--- src/rtl/spi_csr_bridge_if.sv ---
// SPI pin and CSR register-bus bundle for spi_csr_bridge.
// The slave modport is the bridge; the master modport is the host/CSR-file side.
interface spi_csr_bridge_if #(
  parameter int unsigned ADDR_W = 7,
  parameter int unsigned DATA_W = 8
);
  logic              spi_cs;
  logic              spi_sck;
  logic              spi_mosi;
  logic              spi_miso;
  logic [ADDR_W-1:0] csr_addr;
  logic              csr_wr;
  logic [DATA_W-1:0] csr_wdata;
  logic              csr_rd;
  logic [DATA_W-1:0] csr_rdata;
  logic              frame_abort;

  modport slave (
    input  spi_cs, spi_sck, spi_mosi, csr_rdata,
    output spi_miso, csr_addr, csr_wr, csr_wdata, csr_rd, frame_abort
  );

  modport master (
    output spi_cs, spi_sck, spi_mosi, csr_rdata,
    input  spi_miso, csr_addr, csr_wr, csr_wdata, csr_rd, frame_abort
  );
endinterface

--- src/rtl/spi_csr_bridge.sv ---
// SPI mode-0 slave to 8-bit CSR bus bridge; SCK/CS edges found by oversampling in clk.
// Macro SPI_CSR_AUTOINC_EN: address advances after each data byte; otherwise it stays fixed per frame.
module spi_csr_bridge #(
  parameter int unsigned ADDR_W = 7,
  parameter int unsigned DATA_W = 8
) (
  input  logic              clk,
  input  logic              rst_n,
  spi_csr_bridge_if.slave   bus
);
  localparam int unsigned CntW = 3;
`ifdef SPI_CSR_AUTOINC_EN
  localparam bit AutoInc = 1'b1;
`else
  localparam bit AutoInc = 1'b0;
`endif

  typedef enum logic [1:0] {IDLE, CMD, WDATA, RDATA} state_e;

  state_e            state_q, state_d;
  logic              sck_q, cs_q;
  logic [CntW-1:0]   bit_cnt_q, bit_cnt_d;
  logic [DATA_W-2:0] rx_sr_q, rx_sr_d;
  logic [DATA_W-1:0] tx_sr_q, tx_sr_d;
  logic [ADDR_W-1:0] addr_q, addr_d;
  logic [DATA_W-1:0] wdata_q, wdata_d;
  logic              wr_q, wr_d;
  logic              rd_q, rd_d;
  logic              ld_q, ld_d;
  logic              abort_q, abort_d;

  logic              sck_rise_c, sck_fall_c, cs_rise_c, cs_fall_c, byte_done_c;
  logic [DATA_W-1:0] rx_byte_c;
  logic [ADDR_W-1:0] addr_inc_c;

  assign sck_rise_c  =  bus.spi_sck & ~sck_q & ~bus.spi_cs;
  assign sck_fall_c  = ~bus.spi_sck &  sck_q & ~bus.spi_cs;
  assign cs_rise_c   =  bus.spi_cs  & ~cs_q;
  assign cs_fall_c   = ~bus.spi_cs  &  cs_q;
  assign rx_byte_c   = {rx_sr_q, bus.spi_mosi};
  assign byte_done_c = sck_rise_c && (bit_cnt_q == CntW'(DATA_W - 1));
  assign addr_inc_c  = addr_q + ADDR_W'(1);

  always_ff @(posedge clk or negedge rst_n) begin
    if (!rst_n) begin
      state_q   <= IDLE;
      sck_q     <= 1'b0;
      cs_q      <= 1'b0;
      bit_cnt_q <= '0;
      rx_sr_q   <= '0;
      tx_sr_q   <= '0;
      addr_q    <= '0;
      wdata_q   <= '0;
      wr_q      <= 1'b0;
      rd_q      <= 1'b0;
      ld_q      <= 1'b0;
      abort_q   <= 1'b0;
    end else begin
      state_q   <= state_d;
      sck_q     <= bus.spi_sck;
      cs_q      <= bus.spi_cs;
      bit_cnt_q <= bit_cnt_d;
      rx_sr_q   <= rx_sr_d;
      tx_sr_q   <= tx_sr_d;
      addr_q    <= addr_d;
      wdata_q   <= wdata_d;
      wr_q      <= wr_d;
      rd_q      <= rd_d;
      ld_q      <= ld_d;
      abort_q   <= abort_d;
    end
  end

  always_comb begin
    state_d   = state_q;
    bit_cnt_d = bit_cnt_q;
    rx_sr_d   = rx_sr_q;
    tx_sr_d   = tx_sr_q;
    addr_d    = addr_q;
    wdata_d   = wdata_q;
    wr_d      = 1'b0;
    rd_d      = 1'b0;
    ld_d      = rd_q;
    abort_d   = 1'b0;

    // Address moves on only after the write strobe has used it.
    if (wr_q && AutoInc) addr_d = addr_inc_c;
    // Read data arrives the cycle after csr_rd; drop it if the frame already ended.
    if (ld_q && state_q == RDATA) tx_sr_d = bus.csr_rdata;

    if (state_q == IDLE) begin
      if (cs_fall_c) begin
        state_d   = CMD;
        bit_cnt_d = '0;
        rx_sr_d   = '0;
        tx_sr_d   = '0;
      end
    end else if (cs_rise_c) begin
      state_d   = IDLE;
      bit_cnt_d = '0;
      tx_sr_d   = '0;
      abort_d   = (bit_cnt_q != '0);
    end else begin
      if (sck_rise_c) begin
        rx_sr_d   = rx_byte_c[DATA_W-2:0];
        bit_cnt_d = bit_cnt_q + CntW'(1);
      end
      // The fall right after a byte boundary keeps the freshly loaded MSB on MISO.
      if (sck_fall_c && bit_cnt_q != '0) tx_sr_d = {tx_sr_q[DATA_W-2:0], 1'b0};
      if (byte_done_c) begin
        case (state_q)
          CMD: begin
            addr_d  = rx_byte_c[ADDR_W-1:0];
            rd_d    = rx_byte_c[DATA_W-1];
            state_d = rx_byte_c[DATA_W-1] ? RDATA : WDATA;
          end
          WDATA: begin
            wr_d    = 1'b1;
            wdata_d = rx_byte_c;
          end
          RDATA: begin
            rd_d = 1'b1;
            if (AutoInc) addr_d = addr_inc_c;
          end
          default: ;
        endcase
      end
    end
  end

  assign bus.spi_miso    = tx_sr_q[DATA_W-1];
  assign bus.csr_addr    = addr_q;
  assign bus.csr_wr      = wr_q;
  assign bus.csr_wdata   = wdata_q;
  assign bus.csr_rd      = rd_q;
  assign bus.frame_abort = abort_q;
endmodule
--- src/flat_wrapper.sv ---
// flat-port wrapper written by rule: the top's interface ports become plain ports
module spi_csr_bridge_flat 
#(
  parameter int unsigned ADDR_W = 7,
  parameter int unsigned DATA_W = 8
)
  (clk, rst_n, bus_spi_cs, bus_spi_sck, bus_spi_mosi, bus_csr_rdata, bus_spi_miso, bus_csr_addr, bus_csr_wr, bus_csr_wdata, bus_csr_rd, bus_frame_abort);
  spi_csr_bridge_if #(.ADDR_W(ADDR_W), .DATA_W(DATA_W)) bus_i ();
  input  logic clk;
  input  logic rst_n;
  input wire logic [$bits(bus_i.spi_cs)-1:0] bus_spi_cs;
  input wire logic [$bits(bus_i.spi_sck)-1:0] bus_spi_sck;
  input wire logic [$bits(bus_i.spi_mosi)-1:0] bus_spi_mosi;
  input wire logic [$bits(bus_i.csr_rdata)-1:0] bus_csr_rdata;
  output wire logic [$bits(bus_i.spi_miso)-1:0] bus_spi_miso;
  output wire logic [$bits(bus_i.csr_addr)-1:0] bus_csr_addr;
  output wire logic [$bits(bus_i.csr_wr)-1:0] bus_csr_wr;
  output wire logic [$bits(bus_i.csr_wdata)-1:0] bus_csr_wdata;
  output wire logic [$bits(bus_i.csr_rd)-1:0] bus_csr_rd;
  output wire logic [$bits(bus_i.frame_abort)-1:0] bus_frame_abort;
  assign bus_i.spi_cs = bus_spi_cs;
  assign bus_i.spi_sck = bus_spi_sck;
  assign bus_i.spi_mosi = bus_spi_mosi;
  assign bus_i.csr_rdata = bus_csr_rdata;
  assign bus_spi_miso = bus_i.spi_miso;
  assign bus_csr_addr = bus_i.csr_addr;
  assign bus_csr_wr = bus_i.csr_wr;
  assign bus_csr_wdata = bus_i.csr_wdata;
  assign bus_csr_rd = bus_i.csr_rd;
  assign bus_frame_abort = bus_i.frame_abort;
  spi_csr_bridge #(.ADDR_W(ADDR_W), .DATA_W(DATA_W)) u_core (.clk(clk), .rst_n(rst_n), .bus(bus_i));
endmodule
--- config.mk ---
export PLATFORM = sky130hd
export DESIGN_NAME = spi_csr_bridge_flat
export DESIGN_NICKNAME = d
export VERILOG_FILES = /design/src/rtl/spi_csr_bridge_if.sv /design/src/rtl/spi_csr_bridge.sv /design/src/flat_wrapper.sv
export SDC_FILE = /design/constraint.sdc
export NUM_CORES = 1
export LEC_CHECK = 0
export ABC_AREA = 1
export CAP_MARGIN = 20
export CORE_UTILIZATION = 59
export CTS_BUF_LIST = sky130_fd_sc_hd__clkbuf_8
export CTS_CLUSTER_DIAMETER = 150
export DETAILED_ROUTE_END_ITERATION = 16
export GPL_ROUTABILITY_DRIVEN = 0
export GPL_TIMING_DRIVEN = 0
export PLACE_DENSITY = 0.83
export RECOVER_POWER = 50
export SETUP_SLACK_MARGIN = 0.05
export SYNTH_ARGS = -nofsm -noshare
export SYNTH_HDL_FRONTEND = slang
export SYNTH_SLANG_ARGS = --single-unit
export TNS_END_PERCENT = 30
--- constraint.sdc ---
create_clock -name clk -period 1.95 [get_ports clk]
set_input_delay 0.39 -clock clk [delete_from_list [all_inputs] [get_ports clk]]
set_output_delay 0.39 -clock clk [all_outputs]
set_load 0.02 [all_outputs]
==> metrics.txt <==
Worst VDD drop 0.5558 mV; top-area cell type share of the netlist area 53.77%; core area 0.003053 mm²; Layout Area Growth over Synthesis 23.41%; Clock H-tree levels 2; Antenna Cells 0; Hold Path Class in -> async; DP HPWL 2.467 mm; Reg-to-Reg End u_core.bus.csr_wdata[6]; DR vias 1,405; Cell variety after synth 19; Initial DRC Count 73; RSZ-0062 raised after global routing false; Synth Warn # 0; Tot GR Track Use 23.08%; Post-synth EDFFs 0; Setup Skew 0.004772 ns; critical path arrival 1.28 ns; global route overflow 0; synth cell count leaders nand2_1, dfrtp_1, inv_1, o21ai_2, o21ai_0; site row count 20; post-synth net total 220; drt wl/cell 11.86 µm; post-layout minimum cycle time 1.667 ns; syn avg cell area 9.353 µm²; Mapped Cells 204; global-route wire length before repair 5.885 mm; slack of the worst reg-to-reg path 0.44 ns; CP required 1.56 ns; die area 0.003466 mm²; hold_buf cts 0; initial antenna violation count 0; CP bufs+invs 1; Worst-Skew Late Latency 0.29 ns; critical path class reg -> out; max-cap violations 0; final wirelength 3.404 mm; post-CTS setup repair buffer count 0; vias in the first global route 1,350; Post-DRT Antenna Nets 0; final hold vios 0; post-synthesis sequential area ratio 53.77%; vias per cell 4.895; Reg clk slew, reported paths 0.08 ns; layout cells sized above 1 21.40%; Yosys reg bits 41; fin crit share 85.50%; Post-synth ARST share 100.0%; clock root buffer clkbuf_8; CTS tree done; Total Power 1.827 mW; CTS resizes 0; Synth area leader dfrtp_1; static leakage 1.144 nW; ys flop type dfrtp_1; setup violators final 0; I/O pin total 32; Remaining DRCs 0; top cells by area, synth dfrtp_1, nand2_1, o21ai_2; Inserted Clock Buffers 5; Worst path slowest cell clkdlybuf4s50_1; startpoint class of the critical path flop; Place WS 0.05132 ns; final hold slack 0.2483 ns; outcome finished clean; reg2reg path depth 8; Slew HR 34.60%; worst setup margin 0.2828 ns; worst-path maximum fanout 2; Starting Density 62.50%; # nets final 258; Crit. End Element primary output; Peak Freq 599.8 MHz; PwrDens 775.7 mW/mm²; clk sink count 41; post-synthesis cell area 0.001908 mm²; Die Height 58.87 µm; dpl cell area 0.002268 mm²; critical path's largest stage delay 0.61 ns; IO Port Bufs 31; most common cell in the netlist nand2_1; Max Slew Vio Count 0; pin count of the biggest net entering global routing 42; post-route cell area 0.002355 mm²; maximum clock path buffer count 2; 1st-pass router iterations 4; Least-Margin Pin Slew 0.9810 ns; Top delay family on crit path buffers and inverters; crit-path cells clkdlybuf4s50_1; Die W 58.87 µm; FF-to-FF Start u_core.bit_cnt_q[0]
-- worst reg2reg max path, cell delays in order, from the launching register on --
cell and delay [ns]:
dfrtp_1 0.41, ha_1 0.21, ha_1 0.20, inv_1 0.09, nor2_4 0.05, nand2_2 0.15
buf_6 0.20, nand2_1 0.08, o21ai_2 0.05
-- worst max-delay path by stage --
stage | end | start | depth (start not counted) | slack (ns)
after global routing | u_core.rx_sr_q[4] | bus_spi_cs | 6 | 0.12
after detailed placement | u_core.bus.csr_wdata[6] | bus_spi_cs | 8 | 0.05
after global placement | u_core.bus.csr_addr[1] | rst_n | 1 | -0.41
after CTS | bus_csr_addr[0] | u_core.bus.csr_addr[0] | 1 | 0.27
final | bus_csr_wdata[7] | u_core.bus.csr_wdata[7] | 1 | 0.28
after floorplan | u_core.bus.csr_wdata[6] | u_core.bit_cnt_q[0] | 8 | 0.59
-- kinds of logic (layout without fill, tap and decap cells) --
kind of cell,after synthesis,count (layout),share of synthesized area (%)
buffers and inverters,32,71,7.475
AO/OA/AOI/OAI,33,33,13.51
AND/OR/NAND/NOR,95,95,23.28
adder cells (fa/ha/maj),3,3,1.967
flip-flops,41,41,53.77
-- power breakdown --
part	internal (mW)	switching, mW	total, mW
sequential	0.877	0.0396	0.917
combinational	0.105	0.229	0.335
clock	0.287	0.289	0.575
total	1.27	0.558	1.83
-- metal layers --
layer | track usage (%) | share of wire [%]
met5 | 0 | 0
met4 | 6.122 | 0.73
met1 | 30.50 | 46
met2 | 37.66 | 48
met3 | 6.374 | 5.4
-- sequential cells by signal, indices dropped and copies added (netlist names), 2 cells and up --
signal and count:
u_core.state_q 2, u_core.bus.csr_wdata 8, u_core.bit_cnt_q 3, u_core.tx_sr_q 8, u_core.rx_sr_q 7, u_core.bus.csr_addr 7
-- cells in the final DEF, fill, tap and decap left out --
cell type,instances
nand2_1,74
dfrtp_1,41
clkdlybuf4s50_1,28
inv_1,26
o21ai_2,23
o21ai_0,8
clkbuf_8,6
nor2_1,5
nand2_2,4
nor2_4,3
inv_2,3
buf_6,3
ha_1,3
nand3_1,2
nand2_4,2
nor2_2,2
dlygate4sd3_1,2
nand3_4,1
a21oi_2,1
nand4_1,1
a211oi_1,1
nand3_2,1
clkinv_4,1
clkinv_2,1
clkbuf_2,1
-- through the flow --
step	TNS [ns]	util, %	std cells
after floorplan	0	-	204
after global placement	-16.77	74.47	279
after detailed placement	0	74.30	279
after CTS	0	77.46	287
after global routing	0	77.13	287
final	0	77.13	287
-- final cells by class --
| class | count | area, µm² |
|---|---|---|
| well taps | 44 | 55.05 |
| clock buffers | 6 | 82.58 |
| fillers | 233 | 698.2 |
| flip-flops and latches | 41 | 1026 |
| repair buffers | 31 | 305.3 |
| multi-input cells | 131 | 729.5 |
| inverters | 29 | 108.9 |
| plain buffers | 3 | 33.78 |
| clock inverters | 2 | 13.76 |
(Power assumes the default switching activity.)
